==> src/rtl/shift_pkg.sv <==
// rtl/shift_pkg.sv - shared op encoding and FSM state types for shift_unit
package shift_pkg;

  // Operation encoding as seen on in_op
  typedef enum logic [1:0] {
    OP_LSL = 2'b00,
    OP_LSR = 2'b01,
    OP_ASL = 2'b10,
    OP_ASR = 2'b11
  } shift_op_e;

  // Sequencer states: accept, iterate one bit per cycle, present result
  typedef enum logic [1:0] {
    ST_IDLE  = 2'b00,
    ST_SHIFT = 2'b01,
    ST_DONE  = 2'b10
  } shift_state_e;

endpackage

==> src/rtl/shift_step.sv <==
// rtl/shift_step.sv - combinational single-bit shift for one op
module shift_step
  import shift_pkg::*;
#(
  parameter int WIDTH = 8
) (
  input  logic [WIDTH-1:0] data_i,
  input  shift_op_e        op_i,
  output logic [WIDTH-1:0] data_o
);

  // One-bit move; ASL is identical to LSL, ASR keeps the current sign bit
  always_comb begin
    data_o = {data_i[WIDTH-2:0], 1'b0};
    case (op_i)
      OP_LSL:  data_o = {data_i[WIDTH-2:0], 1'b0};
      OP_ASL:  data_o = {data_i[WIDTH-2:0], 1'b0};
      OP_LSR:  data_o = {1'b0, data_i[WIDTH-1:1]};
      OP_ASR:  data_o = {data_i[WIDTH-1], data_i[WIDTH-1:1]};
      default: data_o = {data_i[WIDTH-2:0], 1'b0};
    endcase
  end

endmodule

==> src/rtl/shift_unit.sv <==
// rtl/shift_unit.sv - iterative shifter, one bit per cycle, valid/ready handshake
module shift_unit
  import shift_pkg::*;
#(
  parameter int WIDTH = 8,
  localparam int AW = $clog2(WIDTH)
) (
  input  logic             clk,
  input  logic             rst_n,
  input  logic             in_valid,
  output logic             in_ready,
  input  logic [WIDTH-1:0] in_data,
  input  logic [AW-1:0]    in_amt,
  input  logic [1:0]       in_op,
  output logic             out_valid,
  input  logic             out_ready,
  output logic [WIDTH-1:0] out_data
);

  // Largest meaningful shift; only reachable as a clamp for non-power-of-2 WIDTH
  localparam int AMT_MAX_I = WIDTH - 1;
  localparam logic [AW:0] AMT_MAX = AMT_MAX_I[AW:0];

  shift_state_e     state_q, state_d;
  logic [WIDTH-1:0] work_q, work_d;
  logic [AW-1:0]    cnt_q, cnt_d;
  shift_op_e        op_q, op_d;

  logic [WIDTH-1:0] step_data;
  logic [AW-1:0]    amt_sat;

  shift_step #(
    .WIDTH (WIDTH)
  ) u_step (
    .data_i (work_q),
    .op_i   (op_q),
    .data_o (step_data)
  );

  // Clamp the requested amount so the counter never exceeds WIDTH-1
  always_comb begin
    amt_sat = in_amt;
    if ({1'b0, in_amt} > AMT_MAX) begin
      amt_sat = AMT_MAX[AW-1:0];
    end
  end

  // Next-state and datapath: latch in IDLE, shift while counter nonzero, hold in DONE
  always_comb begin
    state_d = state_q;
    work_d  = work_q;
    cnt_d   = cnt_q;
    op_d    = op_q;
    case (state_q)
      ST_IDLE: begin
        if (in_valid) begin
          work_d  = in_data;
          cnt_d   = amt_sat;
          op_d    = shift_op_e'(in_op);
          state_d = ST_SHIFT;
        end
      end
      ST_SHIFT: begin
        if (cnt_q != '0) begin
          work_d = step_data;
          cnt_d  = cnt_q - AW'(1);
        end else begin
          state_d = ST_DONE;
        end
      end
      ST_DONE: begin
        // Returning to IDLE here means a request can only be taken next cycle
        if (out_ready) begin
          state_d = ST_IDLE;
        end
      end
      default: state_d = ST_IDLE;
    endcase
  end

  // State and datapath registers; reset aborts any operation in flight
  always_ff @(posedge clk or negedge rst_n) begin
    if (!rst_n) begin
      state_q <= ST_IDLE;
      work_q  <= '0;
      cnt_q   <= '0;
      op_q    <= OP_LSL;
    end else begin
      state_q <= state_d;
      work_q  <= work_d;
      cnt_q   <= cnt_d;
      op_q    <= op_d;
    end
  end

  assign in_ready  = (state_q == ST_IDLE);
  assign out_valid = (state_q == ST_DONE);
  assign out_data  = work_q;

endmodule

==> config.mk <==
export PLATFORM = sky130hd
export DESIGN_NAME = shift_unit
export DESIGN_NICKNAME = d
export VERILOG_FILES = /design/src/rtl/shift_pkg.sv /design/src/rtl/shift_step.sv /design/src/rtl/shift_unit.sv
export SDC_FILE = /design/constraint.sdc
export NUM_CORES = 1
export LEC_CHECK = 0
export CAP_MARGIN = 10
export CORE_MARGIN = 2
export CORE_UTILIZATION = 50
export DETAILED_ROUTE_END_ITERATION = 16
export HOLD_SLACK_MARGIN = 0.15
export PLACE_DENSITY_LB_ADDON = 0.12
export SKIP_CTS_REPAIR_TIMING = 1
export SLEW_MARGIN = 20
export SYNTH_ARGS = -nofsm -noshare
export SYNTH_HDL_FRONTEND = slang
export SYNTH_SLANG_ARGS = --single-unit
==> constraint.sdc <==
create_clock -name clk -period 2.9 [get_ports clk]
set_clock_uncertainty 0.2 [all_clocks]
set_input_delay 0.435 -clock clk [delete_from_list [all_inputs] [get_ports clk]]
set_output_delay 0.435 -clock clk [all_outputs]
set_load 0.1 [all_outputs]
==> results of run 1 <==
## logic make-up (layout without fill, tap and decap cells)
kind of cell    Yosys count  after routing  share of synthesized area
simple gates             13             13                      0.102
fa+ha+maj                 2              2                     0.0268
flops                    15             15                      0.402
compound gates           10             10                     0.0804
buf+inv                   8             35                     0.0563
mux                      26             26                      0.332
## metrics by stage
step | std cells | hold slack, ns
global route | 126 | 0.354
detailed placement | 122 | 0.297
floorplan | 74 | -0.0606
finish | 126 | 0.317
global placement | 122 | 0.294
CTS | 126 | 0.318
## per-layer routing
metal	share of wire	wire length (um)
met1	0.48	807
met2	0.47	796
met3	0.047	80
met4	0.0082	14
met5	0	0
## cells in the mapped netlist
library cell | count | area share
inv_1 | 5 | 0.020
mux2i_1 | 4 | 0.043
dfrtp_1 | 15 | 0.40
o211a_1 | 1 | 0.011
a31oi_1 | 1 | 0.0067
nor2_1 | 1 | 0.0040
a32o_1 | 1 | 0.011
nand3b_1 | 1 | 0.0080
o21ba_4 | 1 | 0.017
nor4b_1 | 1 | 0.0094
and2_4 | 1 | 0.0094
a21oi_1 | 5 | 0.027
buf_6 | 3 | 0.036
nor3b_1 | 1 | 0.0080
nand2_1 | 2 | 0.0080
mux2_4 | 6 | 0.097
and3b_1 | 1 | 0.0094
nor2b_4 | 1 | 0.015
nor2b_1 | 1 | 0.0067
and2b_1 | 1 | 0.0080
ha_1 | 2 | 0.027
and2_1 | 1 | 0.0067
a211oi_1 | 1 | 0.0080
or3b_2 | 1 | 0.0094
mux2_2 | 16 | 0.19
## critical path, stage by stage, from the launching register on
cell and delay (ns):
dfrtp_1 0.48, and2b_1 0.25, buf_4 0.29
## state kept, by name, summed over array words and instances, names as in the netlist
name and flops:
cnt_q 3, op_q 2, out_data 8, state_q 2
## how the worst max path moves through the flow
stage,endpoint,slack [ns],cells after the start,from
5_1_grt,out_valid,0.90,2,state_q[0]
4_1_cts,out_valid,0.96,2,state_q[0]
6_report,out_valid,0.96,2,state_q[0]
3_3_place_gp,out_data[7],0.78,4,in_valid
3_5_place_dp,out_data[7],0.74,4,in_valid
2_1_floorplan,in_ready,0.55,1,state_q[0]
## cell type report
| cell class | count | area share |
|---|---|---|
| multi-input cells | 51 | 0.424 |
| flip-flops and latches | 15 | 0.315 |
| repair buffers | 26 | 0.197 |
| well taps | 25 | 0.0262 |
| clock buffers | 4 | 0.0220 |
| inverters | 5 | 0.0157 |
==> results.txt, run 1 <==
# DRC -> 0
Htree depth -> 1
Final #Nets -> 121
Hold depth -> 1
Clock Latency Late Sink -> 0.28 ns
Starting Density -> 0.535
Slew @ Worst Pin -> 0.676 ns
Met1 Use GR -> 0.228
Crit path launch type -> flip-flop
Status -> complete, no violations
Worst Path Required -> 2.27 ns
Worst R2R End -> out_data[5]
Seq. cell area -> 375 um^2
Fin. Hold Viols -> 0
Area after DPL -> 1170 um^2
Gr busiest metal -> met2
HP Class -> flip-flop to flip-flop
Sum of negative setup slack -> 0 ns
Clock Path Buffers -> 2
Rows -> 15
Share of cells above drive strength 1 -> 0.386
Core Area -> 1750 um^2
Slew margin rel. -> 0.548
Tot GR Track Use -> 0.180
Ports -> 27
Detailed Place HPWL -> 1220 um
Post-synthesis net count -> 93
Seq/Total Area, Yosys -> 0.402
Leading cell types in the layout, fill and taps excluded -> mux2_2, clkdlybuf4s50_1, dfrtp_1, buf_4, mux2_4
Arrival time worst endpoint -> 1.30 ns
Max Freq -> 516 MHz
Yosys warning count -> 0
Multi-input combinational cell area -> 505 um^2
# diodes -> 0
GRT overflow -> 0
Number of global-route vias before repair -> 629
Mean area per synthesized cell -> 12.6 um^2
Via density per instance -> 5.23
Routed Antenna Nets -> 0
Largest net degree at the start of global routing -> 16
Routed length per instance -> 13.5 um
Final worst slack -> 0.963 ns
R2R cell count -> 3
Reg2Reg Setup Slack -> 1.02 ns
Setup violators final -> 0
Clock-pin slew on the worst setup and hold paths -> 0.09 ns
Worst setup path category -> flip-flop to primary output
Hold Crit Start -> op_q[1]
Via count of the routed design -> 659
Synthesized area -> 933 um^2
Met2 usage -> 0.288
Area Growth Syn to Fin -> 27.7%
Die Area -> 2230 um^2
CP Max Fanout -> 9
Die span in y -> 47.2 um
Initial drt markers -> 6
First-pass GRT wire length -> 2730 um
First-pass detailed-route iteration total -> 4
Dpl ws -> 0.739 ns
Final non-filler cell area -> 1190 um^2
Final Slew Violations -> 0
Endpoint, Worst Hold -> op_q[1]
Antenna violations before repair -> 0
Min Tclk post-route -> 1.94 ns
Number of buffers created by CTS -> 3
Met3 track demand over resource -> 0.0462
Max-Cap Viols -> 0
CTS sink count -> 15
Final Cycle Share -> 0.668
Post-layout util -> 0.683
Die Width -> 47.2 um
DRT Wirelength -> 1700 um
IO buf count -> 26
Yosys cell types -> 25
RSZ-0062 raised after global routing -> false
Setup crit end kind -> primary output
Register bit total from synthesis -> 15
RR Startpoint -> state_q[0]
Placer Congestion -> 0.676
Clk root buf -> clkbuf_4
Fillers -> 147
CTS tree -> built
Post-synthesis instance total -> 74
Power of run 1 is not shown: default switching activity piles up to over one toggle a cycle in this logic, so the estimate is an artifact.
==> run 2, diff against run 1 <==
--- a/config.mk
+++ b/config.mk
@@ -7,7 +7,7 @@
 export LEC_CHECK = 0
 export CAP_MARGIN = 10
 export CORE_MARGIN = 2
-export CORE_UTILIZATION = 50
+export CORE_UTILIZATION = 46
 export DETAILED_ROUTE_END_ITERATION = 16
 export HOLD_SLACK_MARGIN = 0.15
 export PLACE_DENSITY_LB_ADDON = 0.12
==> constraint.sdc (replaced) <==
create_clock -name clk -period 1.8 [get_ports clk]
set_clock_uncertainty 0.2 [all_clocks]
set_input_delay 0.27 -clock clk [delete_from_list [all_inputs] [get_ports clk]]
set_output_delay 0.27 -clock clk [all_outputs]
set_load 0.1 [all_outputs]
==> run 2 against run 1 <==
Effect of this change:
- register-to-register slack got worse by 0.91 ns
- setup slack lost 0.91 ns
- routed wire length grew 13%
- core utilization increased by 5.1 points
- clock-buffer cell count decreased by 1
- hold slack better by 0.0067 ns
- non-clock buffer count increased by 10
- flip-flop and latch count is the same
- sequential share of layout area shrank 4.6 points
==> results.txt, run 2 (same netlist as run 1, synthesis figures left out) <==
Placer Congestion -> 0.748 (was 0.676)
Largest net degree at the start of global routing -> 16 (unchanged)
R2R cell count -> 3 (unchanged)
Routed length per instance -> 13.9 um (was 13.5 um)
Max-Cap Viols -> 0 (unchanged)
Worst setup path category -> flip-flop to primary output (unchanged)
Routed Antenna Nets -> 0 (unchanged)
# diodes -> 0 (unchanged)
Die span in y -> 49.0 um (was 47.2 um)
Arrival time worst endpoint -> 1.28 ns (was 1.30 ns)
Final #Nets -> 131 (was 121)
Via density per instance -> 5.05 (was 5.23)
GRT overflow -> 0 (unchanged)
Fin. Hold Viols -> 0 (unchanged)
First-pass GRT wire length -> 3300 um (was 2730 um)
Clock Latency Late Sink -> 0.30 ns (was 0.28 ns)
Final Cycle Share -> 0.970
Final Slew Violations -> 0 (unchanged)
Hold Crit Start -> op_q[1] (unchanged)
Min Tclk post-route -> 1.75 ns
Clk root buf -> clkbuf_4 (unchanged)
CP Max Fanout -> 6 (was 9)
Rows -> 16 (was 15)
DRT Wirelength -> 1920 um (was 1700 um)
Area after DPL -> 1360 um^2 (was 1170 um^2)
Crit path launch type -> flip-flop (unchanged)
# DRC -> 0 (unchanged)
Max Freq -> 573 MHz
Fillers -> 141 (was 147)
Crit-path cells -> buf_4 > and2b_2 > buf_12 (was and2b_1 > buf_4)
Tot GR Track Use -> 0.182 (was 0.180)
Final worst slack -> 0.0543 ns (was 0.963 ns)
Die Width -> 49.0 um (was 47.2 um)
Slew margin rel. -> 0.824 (was 0.548)
Slowest stage cell, crit path -> dfrtp_1 (unchanged)
Reg2Reg Setup Slack -> 0.11 ns (was 1.02 ns)
Setup crit end kind -> primary output (unchanged)
CP Launch Point -> state_q[0] (unchanged)
Clock-pin slew on the worst setup and hold paths -> 0.09 ns (about the same)
First-pass detailed-route iteration total -> 4 (unchanged)
Area Growth Syn to Fin -> 52.8% (was 27.7%)
Slew @ Worst Pin -> 0.260 ns (was 0.676 ns)
Starting Density -> 0.481 (was 0.535)
Crit-path max cell delay -> 0.40 ns (was 0.48 ns)
Number of global-route vias before repair -> 790 (was 629)
Detailed Place HPWL -> 1460 um (was 1220 um)
Max reg flops -> 8 (unchanged)
Clock Path Buffers -> 2 (unchanged)
Number of buffers created by CTS -> 3 (unchanged)
Dpl ws -> -0.0982 ns (was 0.739 ns)
IO buf count -> 26 (unchanged)
Setup violators final -> 0 (unchanged)
Htree depth -> 1 (unchanged)
Worst setup path end -> out_valid (unchanged)
Status -> complete, no violations (unchanged)
CTS tree -> built (unchanged)
RR Startpoint -> op_q[0] (was state_q[0])
Die Area -> 2410 um^2 (was 2230 um^2)
Via count of the routed design -> 697 (was 659)
Worst R2R End -> out_data[2] (was out_data[5])
Initial drt markers -> 7 (was 6)
Core Area -> 1940 um^2 (was 1750 um^2)
CTS sink count -> 15 (unchanged)
Leading cell types in the layout, fill and taps excluded -> mux2_2, clkdlybuf4s50_1, buf_12, dfrtp_1, buf_4 (was mux2_2, clkdlybuf4s50_1, dfrtp_1, buf_4, mux2_4)
Ports -> 27 (unchanged)
HP Class -> flip-flop to flip-flop (unchanged)
Antenna violations before repair -> 0 (unchanged)
Worst Path Required -> 1.33 ns (was 2.27 ns)
Share of cells above drive strength 1 -> 0.532 (was 0.386)
Final non-filler cell area -> 1430 um^2 (was 1190 um^2)
RSZ-0062 raised after global routing -> false (unchanged)
==> run 2: cell types whose count changed in the layout (fill, tap and decap cells not counted), sizes merged <==
cell,delta
buf,+9
clkbuf,-1
clkinv,+1
dlygate4sd3,+1
==> run 2: how the worst min path moves through the flow <==
stage / depth (start not counted) / slack (ns) / end
after floorplan: 0 / -0.23 / cnt_q[0]
after global placement: 1 / 0.29 / op_q[1]
after detailed placement: 1 / 0.31 / op_q[1]
after CTS: 2 / 0.08 / out_data[3]
after global routing: 1 / 0.35 / op_q[1]
final: 1 / 0.32 / op_q[1]
==> run 2: critical path, delay by kind of cell, from the launching register on <==
kind	cells	cell delay, ns
buffers and inverters	2	0.33
DFF	1	0.40
and+or+nand+nor	1	0.24
==> run 2: cell type report <==
class | instances | area (um^2) | area share
clock buffers | 3 | 22.5 | 0.0158
clock inverters | 1 | 5.00 | 0.00351
well taps | 27 | 33.8 | 0.0237
flip-flops and latches | 15 | 383 | 0.268
inverters | 5 | 18.8 | 0.0132
multi-input cells | 51 | 522 | 0.366
repair buffers | 36 | 442 | 0.310
==> run 2: metal layers <==
metal / part of all wire / up-vias / global-route usage
met5: 0 / - / 0
met4: 0.012 / 0 / 0.0714
met3: 0.039 / 2 / 0.0644
met2: 0.51 / 16 / 0.315
met1: 0.44 / 340 / 0.204
li1: - / 339 / -
==> run 2: per-stage QoR <==
step / setup TNS (ns) / hold WS (ns) / utilization / std cells
6_report: 0 / 0.324 / 0.735 / 138
5_1_grt: 0 / 0.355 / 0.735 / 138
4_1_cts: -0.00896 / 0.0790 / 0.715 / 136
3_5_place_dp: -0.242 / 0.306 / 0.701 / 132
3_3_place_gp: -0.0449 / 0.293 / 0.701 / 132
2_1_floorplan: -0.710 / -0.226 / - / 74
Power of run 2 is left out for the same reason.
